[config.mk]
export PLATFORM = sky130hd
export DESIGN_NAME = jtcop_objdma
export DESIGN_NICKNAME = d
export VERILOG_FILES = /design/src/rtl/jtcop_objdma.sv
export SDC_FILE = /design/constraint.sdc
export NUM_CORES = 1
export LEC_CHECK = 0
export BUFFER_PORTS_ARGS = -buffer_cell sky130_fd_sc_hd__buf_4
export CAP_MARGIN = 5
export CORE_MARGIN = 3
export CORE_UTILIZATION = 42
export CTS_CLUSTER_SIZE = 28
export DETAILED_ROUTE_END_ITERATION = 6
export PLACE_DENSITY = 0.85
export SLEW_MARGIN = 20
export SYNTH_ARGS = -nofsm -noshare
export SYNTH_HDL_FRONTEND = slang
export SYNTH_SLANG_ARGS = --single-unit
[constraint.sdc]
create_clock -name clk -period 1.7 [get_ports clk]
set_input_delay 0.34 -clock clk [delete_from_list [all_inputs] [get_ports clk]]
set_output_delay 0.34 -clock clk [all_outputs]
set_load 0.01 [all_outputs]
[src/rtl/jtcop_objdma.sv]
// Object RAM -> object line-buffer copy sequencer, started by the CPU *DM strobe.
// Define JTCOP_OBJDMA_IMMEDIATE_EN to start copies at once instead of waiting for vertical blank.
module jtcop_objdma #(
    parameter int AW = 10
) (
    input  logic          rst,
    input  logic          clk,
    input  logic          cen,
    input  logic          LVBL,
    input  logic          obj_copy,
    input  logic          cpu_obj_cs,
    output logic          dma_sel,
    output logic [AW-1:0] dma_addr,
    input  logic [15:0]   ram_dout,
    output logic [AW-1:0] buf_addr,
    output logic [15:0]   buf_din,
    output logic          buf_we,
    output logic          busy,
    output logic          done,
    output logic          overrun
);
    typedef enum logic [1:0] {IDLE, ARMED, READ, WRITE} state_t;

    state_t        state_q;
    logic [AW-1:0] dma_addr_q, buf_addr_q;
    logic          buf_we_q, done_q, overrun_q, pend_q, lvbl_l_q, vb_hold_q;
    logic          vb_start, copying;

    assign vb_start = lvbl_l_q & ~LVBL;
    assign copying  = (state_q == READ) || (state_q == WRITE);

`ifdef JTCOP_OBJDMA_IMMEDIATE_EN
    localparam state_t START_ST = READ;
`else
    localparam state_t START_ST = ARMED;
    logic lvbl_rise;
    assign lvbl_rise = LVBL & ~lvbl_l_q;
`endif

    always_ff @(posedge clk or posedge rst) begin
        if (rst) begin
            state_q    <= IDLE;
            dma_addr_q <= '0;
            buf_addr_q <= '0;
            buf_we_q   <= 1'b0;
            done_q     <= 1'b0;
            overrun_q  <= 1'b0;
            pend_q     <= 1'b0;
            lvbl_l_q   <= 1'b0;
            vb_hold_q  <= 1'b0;
        end else begin
            lvbl_l_q <= LVBL;
            buf_we_q <= 1'b0;
            done_q   <= 1'b0;
            // a blank edge seen while cen is low must survive until the next enabled cycle
            if (cen)
                vb_hold_q <= 1'b0;
            else if (state_q == ARMED && vb_start)
                vb_hold_q <= 1'b1;
`ifndef JTCOP_OBJDMA_IMMEDIATE_EN
            if (copying && lvbl_rise)
                overrun_q <= 1'b1;
`endif
            if (copying && obj_copy)
                pend_q <= 1'b1;
            case (state_q)
                IDLE: if (obj_copy) begin
                    overrun_q  <= 1'b0;
                    dma_addr_q <= '0;
                    state_q    <= START_ST;
                end
                ARMED: if (cen && (vb_start || vb_hold_q)) begin
                    dma_addr_q <= '0;
                    state_q    <= READ;
                end
                READ: if (cen && !cpu_obj_cs) begin
                    buf_we_q   <= 1'b1;
                    buf_addr_q <= dma_addr_q;
                    state_q    <= WRITE;
                end
                WRITE: if (cen) begin
                    dma_addr_q <= dma_addr_q + AW'(1);
                    if (&dma_addr_q) begin
                        done_q <= 1'b1;
                        // a request that arrived during the copy re-arms straight away
                        if (pend_q || obj_copy) begin
                            pend_q  <= 1'b0;
                            state_q <= START_ST;
                        end else begin
                            state_q <= IDLE;
                        end
                    end else begin
                        state_q <= READ;
                    end
                end
                default: state_q <= IDLE;
            endcase
        end
    end

    // RAM output is already a registered value one clk after the address, so it feeds the buffer directly
    assign buf_din  = buf_we_q ? ram_dout : 16'h0;
    assign buf_we   = buf_we_q;
    assign buf_addr = buf_addr_q;
    assign dma_addr = dma_addr_q;
    assign dma_sel  = copying;
    assign busy     = state_q != IDLE;
    assign done     = done_q;
    assign overrun  = overrun_q;
endmodule

Word-level counts from Yosys, hierarchy flattened --
Cells that the tools add are included.
Cells by class: add/sub/neg operators 1, equal/unequal tests 7, multiplexer cells 27, bitwise operators 4, reductions and logical operators 17
Operator list (count):
- $mux W10 | 3
- $pmux W10 S3 | 1
- $mux W1 | 16
- $mux W16 | 1
- $add A10 B1 Y10 const B | 1
- $mux W2 | 5
- $reduce_and A10 Y1 | 1
- $pmux W2 S4 | 1
- $reduce_and A4 Y1 | 2
- $logic_and A1 B1 Y1 | 5
- $eq A2 B2 Y1 const B | 2
- $ne A2 B1 Y1 const B | 2
- $ne A2 B2 Y1 const B | 2
- $reduce_bool A2 Y1 | 2
- $logic_or A1 B1 Y1 | 3
- $reduce_bool A3 Y1 | 1
- $and A1 B1 Y1 | 2
- $eq A2 B1 Y1 const B | 1
- $logic_not A2 Y1 | 1
- $not A1 Y1 | 2
- $reduce_and A2 Y1 | 1
- $logic_not A1 Y1 | 1
Storage, ports and cells: bits in registers 28, input bits 22, output and inout bits 41, word-level logic and storage cells 65

Logic depth before layout (Yosys ltp) --
Gate-level depths: netlist (run 1).
word-level depth 8, gate-level depth with buffers 6, gate-level depth less buffers 5

Least setup slack after synthesis (run 1) --
OpenSTA, ideal clock, no wires.
kind reg-to-reg, start point reg state_q[0], end point reg dma_addr_q[4] (netlist: dma_addr[4]), library setup time 118 ps, arrival 1505 ps, required time 1582 ps, slack 77 ps, stages on the path, launching flop included 7, clock period less this slack 1623 ps, cell sequence dfrtp_1 or3b_1 buf_6 a21boi_4 buf_6 a22o_1 a21o_1
Between the ends: cells in the longest elaborated chain, start to end 3, elaborated cells between the ends (all ways) 9, those cells by class 5 x eq/ne; 1 x mux; 3 x reduce/logical
Ends and longest elaborated chain:
- from (decl) | line 24 | state_t state_q;
- from (signal assigned) | line 42 | state_q <= IDLE;
- from (signal assigned) | line 70 | state_q <= START_ST;
- from (signal assigned) | line 74 | state_q <= READ;
- $eq A2 B1 Y1, or another cell as far along | line 66 | case (state_q)
- $ne A2 B1 Y1 (no source line), or another cell as far along
- $reduce_and A4 Y1 (no source line)
- to (signal assigned) | line 82 | dma_addr_q <= dma_addr_q + AW'(1);
- to (decl) | line 25 | logic [AW-1:0] dma_addr_q, buf_addr_q;
Several ways; a longest one is shown, not always the timed one. A chain may end at the register's enable or synchronous reset.

Final worst setup path (run 1) --
start point reg state_q[1], end point reg dma_addr_q[4] (netlist: dma_addr[4])
Same word-level chain as after synthesis.

==> results.sh, run 1 <==
export IMPL_cell_internal_pwr_uw=1340
export IMPL_first_global_vias=1292
export IMPL_path_buf_inv=0
export IMPL_required_ns=1.97
export IMPL_grt_pass1_wl_um=5720
export IMPL_synth_ff_type="dfrtp_1"
export IMPL_drive_gt1_share_pct=45.0
export IMPL_fill_cells=253
export IMPL_endpoint_kind="flip-flop"
export IMPL_clk_latency_ns=0.32
export IMPL_slowest_stage="dfrtp_1"
export IMPL_dr_first_iter_drc_count=45
export IMPL_cts_htree_levels=1
export IMPL_synth_nets=163
export IMPL_grt_total_usage_pct=17.0
export IMPL_firstDrtPassIters=5
export IMPL_finalInstanceArea_mm2=0.00207
export IMPL_async_reset_ff_share_pct=100
export IMPL_cts_buffers_inserted=3
export IMPL_grt_overflow=0
export IMPL_yosys_warnings=0
export IMPL_dp_hpwl_um=2660
export IMPL_avgSynthCellArea_um2=10.5
export IMPL_cts_sinks=28
export IMPL_max_stage_delay_ns=0.43
export IMPL_final_hold_violation_count=0
export IMPL_irDropWorstVdd_mv=0.600
export IMPL_gp_congestion=0.874
export IMPL_setup_tns_ns=0
export IMPL_syn_area_mm2=0.00146
export IMPL_clock_fmax_mhz=620
export IMPL_ys_seq_area_share_pct=47.9
export IMPL_rsz0062_at_grt="no"
export IMPL_instances_no_fill=253
export IMPL_drv_slew=0
export IMPL_synthTopCellsByArea="dfrtp_1 48%, mux2_2 7.7%, and2_1 6.8%"
export IMPL_setup_viol=0
export IMPL_worst_slew_pin_slew_ns=0.337
export IMPL_antenna_found_initial=0
export IMPL_grt_max_degree=29
export IMPL_multi_input_area_um2=697
export IMPL_clockRootBuffer="clkbuf_4"
export IMPL_fin_crit_sh_pct=94.8
export IMPL_path_delay_family="compound AO/OA/AOI/OAI gates"
export IMPL_drt_total_wl_um=3550
export IMPL_portBuffers=62
export IMPL_synth_top_area_share_pct=47.9
export IMPL_placed_area_mm2=0.00201
export IMPL_switchingPower_uw=704
export IMPL_cp_data_arrival_time_ns=1.89
export IMPL_die_h_um=65.0
export IMPL_hold_class="input port to asynchronous set/reset pin"
export IMPL_fp_dieW_um=65.0
export IMPL_pwr_share_clk_pct=13.0
export IMPL_start_util_pct=46.1
export IMPL_relSlewSlack_pct=77.2
export IMPL_finalWorstSetupSlack_ns=0.0879
export IMPL_wire_per_inst_um=14.0
export IMPL_finClkSkew_ns=0.00348
export IMPL_crit_fanout=11
export IMPL_powerDensity_mw_per_mm2=989
export IMPL_fin_nets=234
export IMPL_dieArea_mm2=0.00423
export IMPL_yosysTopAreaCell="dfrtp_1"
export IMPL_ys_types=37
export IMPL_period_needed_ns=1.61
export IMPL_cts_clk_slew_worst_paths_ns=0.14
export IMPL_clockBufferDepth=2
export IMPL_status="finished, final reports clean"
export IMPL_vias=1358
export IMPL_synthTopCellsByCount="28 x dfrtp_1, 16 x and2_1, 11 x a21oi_1"
export IMPL_rows=20
export IMPL_dp_cells=248
export IMPL_diodes=0
export IMPL_io_pin_count=63
export IMPL_yosysMostFrequentCell="dfrtp_1"
export IMPL_core_area_mm2=0.00318
export IMPL_synthToLayoutAreaGrowth_pct=41.3
export IMPL_cts_tree="built"
export IMPL_synth_seq_cells=28
export IMPL_drv_cap=0
export IMPL_p_seq_share_pct=44.8
export IMPL_regArea_um2=701
export IMPL_p_leak_uw=0.00105
export IMPL_combPwrFrac_pct=42.2
export IMPL_ant_nets=0
export IMPL_synth_edf_count=0
export IMPL_drc_errors=0
export IMPL_final_util_pct=65.1
export IMPL_cp_start_kind="flip-flop"
export IMPL_place_ws_ns=0.0715
export IMPL_switching_share_pct=34.4
export IMPL_crit_type="flip-flop to flip-flop"
export IMPL_cp_cell_sequence="or3b_1 -> a21boi_4 -> a2111oi_1 -> a21o_1"
export IMPL_syn_inst=140
export IMPL_vias_per_cell=5.37
## cells in the final DEF (no fill, tap or decap), drive strengths merged
cell type and count:
o22a 1, o2111ai 1, nand4 3, or3b 1, a2111oi 1, buf 75, ha 1, nand3 9
mux2i 6, nor2b 1, a21o 1, nor2 7, nor4b 1, a211oi 2, mux2 10, a31oi 1
a32o 1, o211ai 1, dfrtp 28, nand2 4, clkbuf 3, a22o 1, a21oi 11, and4 2
and3 2, inv 6, nand3b 4, o311ai 1, or2 1, o21ai 5, a21boi 1, and2 17
## worst paths after layout
| check | start | end | slack (ns) | cells past startpoint |
|---|---|---|---|---|
| min in group clk | LVBL | lvbl_l_q | 0.13 | 1 |
| max in group asynchronous | rst | buf_addr[9] | 1.38 | 3 |
| hold reg to reg | buf_addr[1] | buf_addr[1] | 0.52 | 1 |
| setup reg to reg | state_q[1] | dma_addr[4] | 0.09 | 4 |
| setup / recovery | state_q[1] | dma_addr[4] | 0.09 | 4 |
| hold / removal | rst | pend_q | 0.06 | 3 |
## layer usage
layer  up-vias  GRT usage [%]  wire, um
met3         5           4.16       479
li1        641              -         -
met5         -              0         0
met1       634           20.7      1370
met4         0           5.44        42
met2        78           29.5      1660
## worst min-delay path: stages
cell   delay [ns]
buf_4        0.11
inv_1        0.04
buf_4        0.32
## power by group through the flow
stage	sequential, uW	combinational (uW)	clock [uW]
finish	916	864	265
detailed placement	930	855	0
global route	941	953	296
global placement	921	844	0
CTS	916	864	279
floorplan	960	420	0
## stage by stage
step                power [uW]  hold slack [ns]
finish                    2050           0.0565
global route              2190           0.0842
global placement          1770            0.428
floorplan                 1380            0.371
CTS                       2060           0.0623
detailed placement        1780            0.432
## area by class of cell
type,instances,share of cell area [%]
tap,44,2.66
sequential,28,33.9
timing repair buffer,75,27.6
multi-input combinational,97,33.7
inverter,6,1.09
clock buffer,3,1.09
## registers in the layout (all words and copies together) (netlist names)
name       cells
buf_addr      10
buf_we         1
dma_addr      10
done           1
lvbl_l_q       1
overrun        1
pend_q         1
state_q        2
vb_hold_q      1
## repair_timing
| item | in CTS | in global routing |
|---|---|---|
| cloned | 0 | 0 |
| hold buffers | 0 | 0 |
| setup buffers | 1 | 1 |
| setup endpoints to repair | 1 | 5 |
| pin swaps | 0 | 1 |
| gates resized for setup | 1 | 4 |
## cell families after synthesis
group | after synthesis | share of synthesized area [%]
and+or+nand+nor | 52 | 20.7
AOI/OAI and AO/OA | 28 | 13.2
DFF | 28 | 47.9
muxes | 16 | 11.8
buffers and inverters | 15 | 5.55
adders and majority gates | 1 | 0.855
(Power assumes the default switching activity.)
==> inputs of run 2 (changes only) <==
--- a/config.mk
+++ b/config.mk
@@ -8,10 +8,10 @@
 export BUFFER_PORTS_ARGS = -buffer_cell sky130_fd_sc_hd__buf_4
 export CAP_MARGIN = 5
 export CORE_MARGIN = 3
-export CORE_UTILIZATION = 42
+export CORE_UTILIZATION = 50
 export CTS_CLUSTER_SIZE = 28
 export DETAILED_ROUTE_END_ITERATION = 6
-export PLACE_DENSITY = 0.85
+export PLACE_DENSITY_LB_ADDON = 0.15
 export SLEW_MARGIN = 20
 export SYNTH_ARGS = -nofsm -noshare
 export SYNTH_HDL_FRONTEND = slang
==> constraint.sdc (replaced) <==
create_clock -name clk -period 1.9 [get_ports clk]
set_input_delay 0.38 -clock clk [delete_from_list [all_inputs] [get_ports clk]]
set_output_delay 0.38 -clock clk [all_outputs]
set_load 0.01 [all_outputs]
==> run 2 against run 1 <==
Compared with the run above: count of clock-buffer cells in the layout unchanged; critical path depth unchanged; clock skew down 0.0024 ns; clock power up 46%; first-iteration DRC count up 8.9%; sequential share of layout area up 0.95 points; global-route usage up 4.3 points; maximum frequency down 12%; hold slack better by 0.035 ns; combinational power down 17%; die area down 15%; cell count down 7.9%; largest cell class unchanged.
==> results.sh, run 2 (synthesis results as in run 1) <==
export IMPL_core_area_mm2=0.00264
export IMPL_relSlewSlack_pct=57.4
export IMPL_cp_cell_sequence="or3b_1 -> a21boi_4 -> a2111oi_0 -> a21o_1"
export IMPL_reg2reg_slack_ns=0.07
export IMPL_cts_htree_levels=1
export IMPL_synthToLayoutAreaGrowth_pct=37.4
export IMPL_firstDrtPassIters=6
export IMPL_endpoint_kind="flip-flop"
export IMPL_final_hold_violation_count=0
export IMPL_dp_hpwl_um=2710
export IMPL_place_ws_ns=0.0287
export IMPL_antenna_found_initial=0
export IMPL_ant_nets=0
export IMPL_setup_tns_ns=0
export IMPL_grt_total_usage_pct=21.3
export IMPL_period_needed_ns=1.83
export IMPL_portBuffers=62
export IMPL_start_util_pct=55.6
export IMPL_cts_clk_slew_worst_paths_ns=0.15
export IMPL_layout_commonest_cell="buf_4"
export IMPL_grt_overflow=0
export IMPL_timing_rr_start="state_q[1]"
export IMPL_slowest_stage="dfrtp_1"
export IMPL_cts_resized=0
export IMPL_max_stage_delay_ns=0.52
export IMPL_grt_pass1_wl_um=5710
export IMPL_clockRootBuffer="clkbuf_4"
export IMPL_grt_max_degree=29
export IMPL_cp_data_arrival_time_ns=2.11
export IMPL_rows=18
export IMPL_clockBufferDepth=2
export IMPL_io_pin_count=63
export IMPL_wire_per_inst_um=15.5
export IMPL_worst_slew_pin_slew_ns=0.639
export IMPL_final_util_pct=76.4
export IMPL_crit_type="flip-flop to flip-flop"
export IMPL_dieArea_mm2=0.00361
export IMPL_finClkSkew_ns=0.00111
export IMPL_setup_viol=0
export IMPL_drc_errors=0
export IMPL_status="finished, final reports clean"
export IMPL_fp_dieW_um=60.1
export IMPL_irDropWorstVdd_mv=0.700
export IMPL_cts_tree="built"
export IMPL_vias_per_cell=5.48
export IMPL_r2r_cells=4
export IMPL_drive_gt1_share_pct=42.9
export IMPL_powerDensity_mw_per_mm2=967
export IMPL_p_leak_uw=0.00102
export IMPL_final_cell_mix="68 x buf_4, 28 x dfrtp_1, 16 x and2_1"
export IMPL_fin_crit_sh_pct=96.2
export IMPL_drv_cap=0
export IMPL_die_h_um=60.1
export IMPL_vias=1278
export IMPL_fin_nets=227
export IMPL_clk_latency_ns=0.33
export IMPL_diodes=0
export IMPL_r2r_end="dma_addr[4]"
export IMPL_drt_total_wl_um=3620
export IMPL_drv_slew=0
export IMPL_cts_sinks=28
export IMPL_required_ns=2.18
export IMPL_crit_fanout=11
export IMPL_finalWorstSetupSlack_ns=0.0721
export IMPL_rsz0062_at_grt="no"
export IMPL_gp_congestion=0.840
export IMPL_dr_first_iter_drc_count=49
export IMPL_cts_buffers_inserted=3
export IMPL_cp_start_kind="flip-flop"
export IMPL_clock_fmax_mhz=547
export IMPL_first_global_vias=1207
export IMPL_hold_class="input port to asynchronous set/reset pin"
## run 2: cell count changes in the layout (fill, tap and decap cells not counted)
| cell | delta |
|---|---|
| or2_2 | +1 |
| a2111oi_1 | -1 |
| or2_4 | -1 |
| bufinv_16 | +1 |
| a211oi_1 | +1 |
| buf_6 | -2 |
| a2111oi_0 | +1 |
| buf_4 | -5 |
| a211oi_2 | -1 |
## run 2: power breakdown
part	total [uW]	leakage, uW	internal (uW)	switching, uW
Combinational	719	0.000634	385	335
Sequential	839	0.000361	710	130
Clock	387	0.0000279	213	174
Total	1950	0.00102	1310	638
## run 2: through the flow
stage	area, um2	std cells	hold slack, ns	power [uW]
finish	2010	233	0.0915	1950
global route	2010	233	0.103	2070
CTS	2000	231	0.104	1950
detailed placement	1940	227	0.475	1570
global placement	1940	227	0.468	1530
floorplan	1460	140	0.411	1230
## run 2: area by class of cell
class	count	area, um2
flip-flops and latches	28	701
multi-input cells	97	688
fillers	185	623
repair buffers	68	510
well taps	30	37.5
clock inverters	1	30.0
clock buffers	3	22.5
inverters	6	22.5
## run 2: repair_timing
| action | 4_1_cts | 5_1_grt |
|---|---|---|
| setup buffers | 0 | 2 |
| hold buffers | 0 | 0 |
| setup endpoints to repair | 0 | 1 |
## run 2: routing by layer
| layer | up-vias | part of all wire (%) | GRT usage, % |
|---|---|---|---|
| met4 | 0 | 0.80 | 6.65 |
| li1 | 626 | - | - |
| met3 | 2 | 7.2 | 4.32 |
| met5 | - | 0 | 0 |
| met2 | 51 | 51 | 36.3 |
| met1 | 599 | 41 | 26.9 |
## run 2: worst max-delay path by stage
stage | end | slack, ns | from
final | dma_addr[4] | 0.07 | state_q[1]
after CTS | dma_addr[4] | 0.04 | lvbl_l_q
after detailed placement | dma_addr[4] | 0.03 | LVBL
after global placement | dma_addr[4] | 0.19 | LVBL
after floorplan | dma_addr[4] | 0.28 | state_q[0]
after global routing | dma_addr[4] | 0.02 | state_q[1]
## run 2: worst max-delay path, delay by kind of cell, from the launching register on
kind,cells,cell delay [ns]
AOI/OAI and AO/OA,3,0.81
and+or+nand+nor,1,0.45
DFF,1,0.52
==> inputs of run 3 (changes only) <==
--- a/config.mk
+++ b/config.mk
@@ -7,7 +7,6 @@
 export LEC_CHECK = 0
 export BUFFER_PORTS_ARGS = -buffer_cell sky130_fd_sc_hd__buf_4
 export CAP_MARGIN = 5
-export CORE_MARGIN = 3
 export CORE_UTILIZATION = 50
 export CTS_CLUSTER_SIZE = 28
 export DETAILED_ROUTE_END_ITERATION = 6
==> run 3 against run 2 <==
Compared with the run above: sequential cell count stayed put; critical path type unchanged; critical path depth is the same; die area fell by 13%; hold slack better by 0.0090 ns; cell area is 0.68% lower; first-iteration DRC count rose by 12%; worst setup slack better by 0.067 ns.
==> results.sh, run 3 (synthesis results as in run 1) <==
export IMPL_status="finished, final reports clean"
export IMPL_drc_errors=0
export IMPL_hold_class="input port to asynchronous set/reset pin"
export IMPL_rows=19
export IMPL_cp_data_arrival_time_ns=2.03
export IMPL_start_util_pct=53.1
export IMPL_p_seq_share_pct=45.9
export IMPL_portBuffers=62
export IMPL_dp_cells=229
export IMPL_drv_cap=0
export IMPL_cp_start_kind="flip-flop"
export IMPL_p_leak_uw=0.00102
export IMPL_finClkSkew_ns=0.00466
export IMPL_r2r_end="dma_addr[4]"
export IMPL_drv_slew=0
export IMPL_post_cts_repair_setup_buffers=0
export IMPL_antenna_found_initial=0
export IMPL_grt_overflow=0
export IMPL_hold_buffers=0
export IMPL_dp_hpwl_um=2540
export IMPL_clk_latency_ns=0.32
export IMPL_core_area_mm2=0.00276
export IMPL_clock_fmax_mhz=568
export IMPL_cts_resized=0
export IMPL_diodes=0
export IMPL_vias=1317
export IMPL_endpoint_kind="flip-flop"
export IMPL_synthToLayoutAreaGrowth_pct=36.5
export IMPL_rsz0062_at_grt="no"
export IMPL_grt_total_usage_pct=22.1
export IMPL_relSlewSlack_pct=55.6
export IMPL_instances_no_fill=235
export IMPL_firstDrtPassIters=4
export IMPL_irDropWorstVdd_mv=0.856
export IMPL_period_needed_ns=1.76
export IMPL_die_h_um=56.1
export IMPL_cts_buffers_inserted=3
export IMPL_fin_nets=229
export IMPL_crit_type="flip-flop to flip-flop"
export IMPL_wire_per_inst_um=14.3
export IMPL_cell_internal_pwr_uw=1180
export IMPL_holdWs_ns=0.100
export IMPL_combPwrFrac_pct=41.1
export IMPL_dr_first_iter_drc_count=55
export IMPL_finalInstanceArea_mm2=0.00200
export IMPL_clockRootBuffer="clkbuf_4"
export IMPL_fp_dieW_um=56.1
export IMPL_grt_max_degree=29
export IMPL_cts_clk_slew_worst_paths_ns=0.14
export IMPL_io_pin_count=63
export IMPL_crit_fanout=11
export IMPL_ant_nets=0
export IMPL_power_uw=1810
export IMPL_placed_area_mm2=0.00195
export IMPL_reg2reg_slack_ns=0.14
export IMPL_powerDensity_mw_per_mm2=907
export IMPL_timing_rr_start="state_q[1]"
export IMPL_setup_viol=0
export IMPL_cts_tree="built"
export IMPL_drive_gt1_share_pct=43.1
export IMPL_pwr_share_clk_pct=13.0
export IMPL_vias_per_cell=5.60
export IMPL_cts_htree_levels=1
export IMPL_worst_slew_pin_slew_ns=0.666
export IMPL_drt_total_wl_um=3370
export IMPL_cts_sinks=28
export IMPL_final_hold_violation_count=0
export IMPL_final_cell_mix="70 x buf_4, 28 x dfrtp_1, 16 x and2_1"
export IMPL_r2r_cells=4
export IMPL_switching_share_pct=34.6
export IMPL_setup_tns_ns=0
export IMPL_grt_pass1_wl_um=5420
export IMPL_dieArea_mm2=0.00315
export IMPL_clockBufferDepth=2
export IMPL_fin_crit_sh_pct=92.7
export IMPL_switchingPower_uw=627
export IMPL_layout_commonest_cell="buf_4"
export IMPL_required_ns=2.17
export IMPL_gp_congestion=0.857
export IMPL_first_global_vias=1213
==> run 3: changes by cell type in the layout (fill, tap and decap cells not counted) <==
cell / delta
buf_4: +2
bufinv_16: -1
==> run 3: area by class of cell <==
cell class              count  area, um2
well taps                  31       38.8
multi-input cells          97        688
repair buffers             70        526
clock buffers               3       22.5
inverters                   6       22.5
flip-flops and latches     28        701
fillers                   214        759
==> run 3: critical path, stage by stage (launching register included) <==
cell and delay (ns):
dfrtp_1 0.50, or3b_1 0.42, a21boi_4 0.19, a2111oi_0 0.47, a21o_1 0.13
==> run 3: metal layers <==
layer | track usage, % | part of all wire, % | up-vias
met2 | 39.6 | 49 | 63
met5 | 0 | 0 | -
met1 | 25.6 | 40 | 615
li1 | - | - | 631
met3 | 5.58 | 8.6 | 8
met4 | 7.32 | 1.7 | 0
==> run 3: how the worst max path moves through the flow <==
stage | from | to | slack (ns) | depth (start not counted)
detailed placement | LVBL | dma_addr[4] | 0.1 | 5
floorplan | state_q[0] | dma_addr[4] | 0.28 | 6
CTS | lvbl_l_q | dma_addr[4] | 0.09 | 4
global route | state_q[1] | dma_addr[4] | 0.02 | 4
finish | state_q[1] | dma_addr[4] | 0.14 | 4
global placement | LVBL | dma_addr[4] | 0.18 | 5
==> run 3: through the flow <==
stage	setup WS, ns	util [%]
2_1_floorplan	0.277	-
3_5_place_dp	0.0991	70.8
3_3_place_gp	0.177	70.8
6_report	0.139	72.5
5_1_grt	0.0215	72.5
4_1_cts	0.0865	71.6
==> run 3: power groups by stage <==
stage	clock network (uW)	registers (uW)	logic (uW)
after CTS	236	831	739
after floorplan	0	859	375
after global routing	270	852	805
after global placement	0	831	715
after detailed placement	0	843	737
final	235	831	745
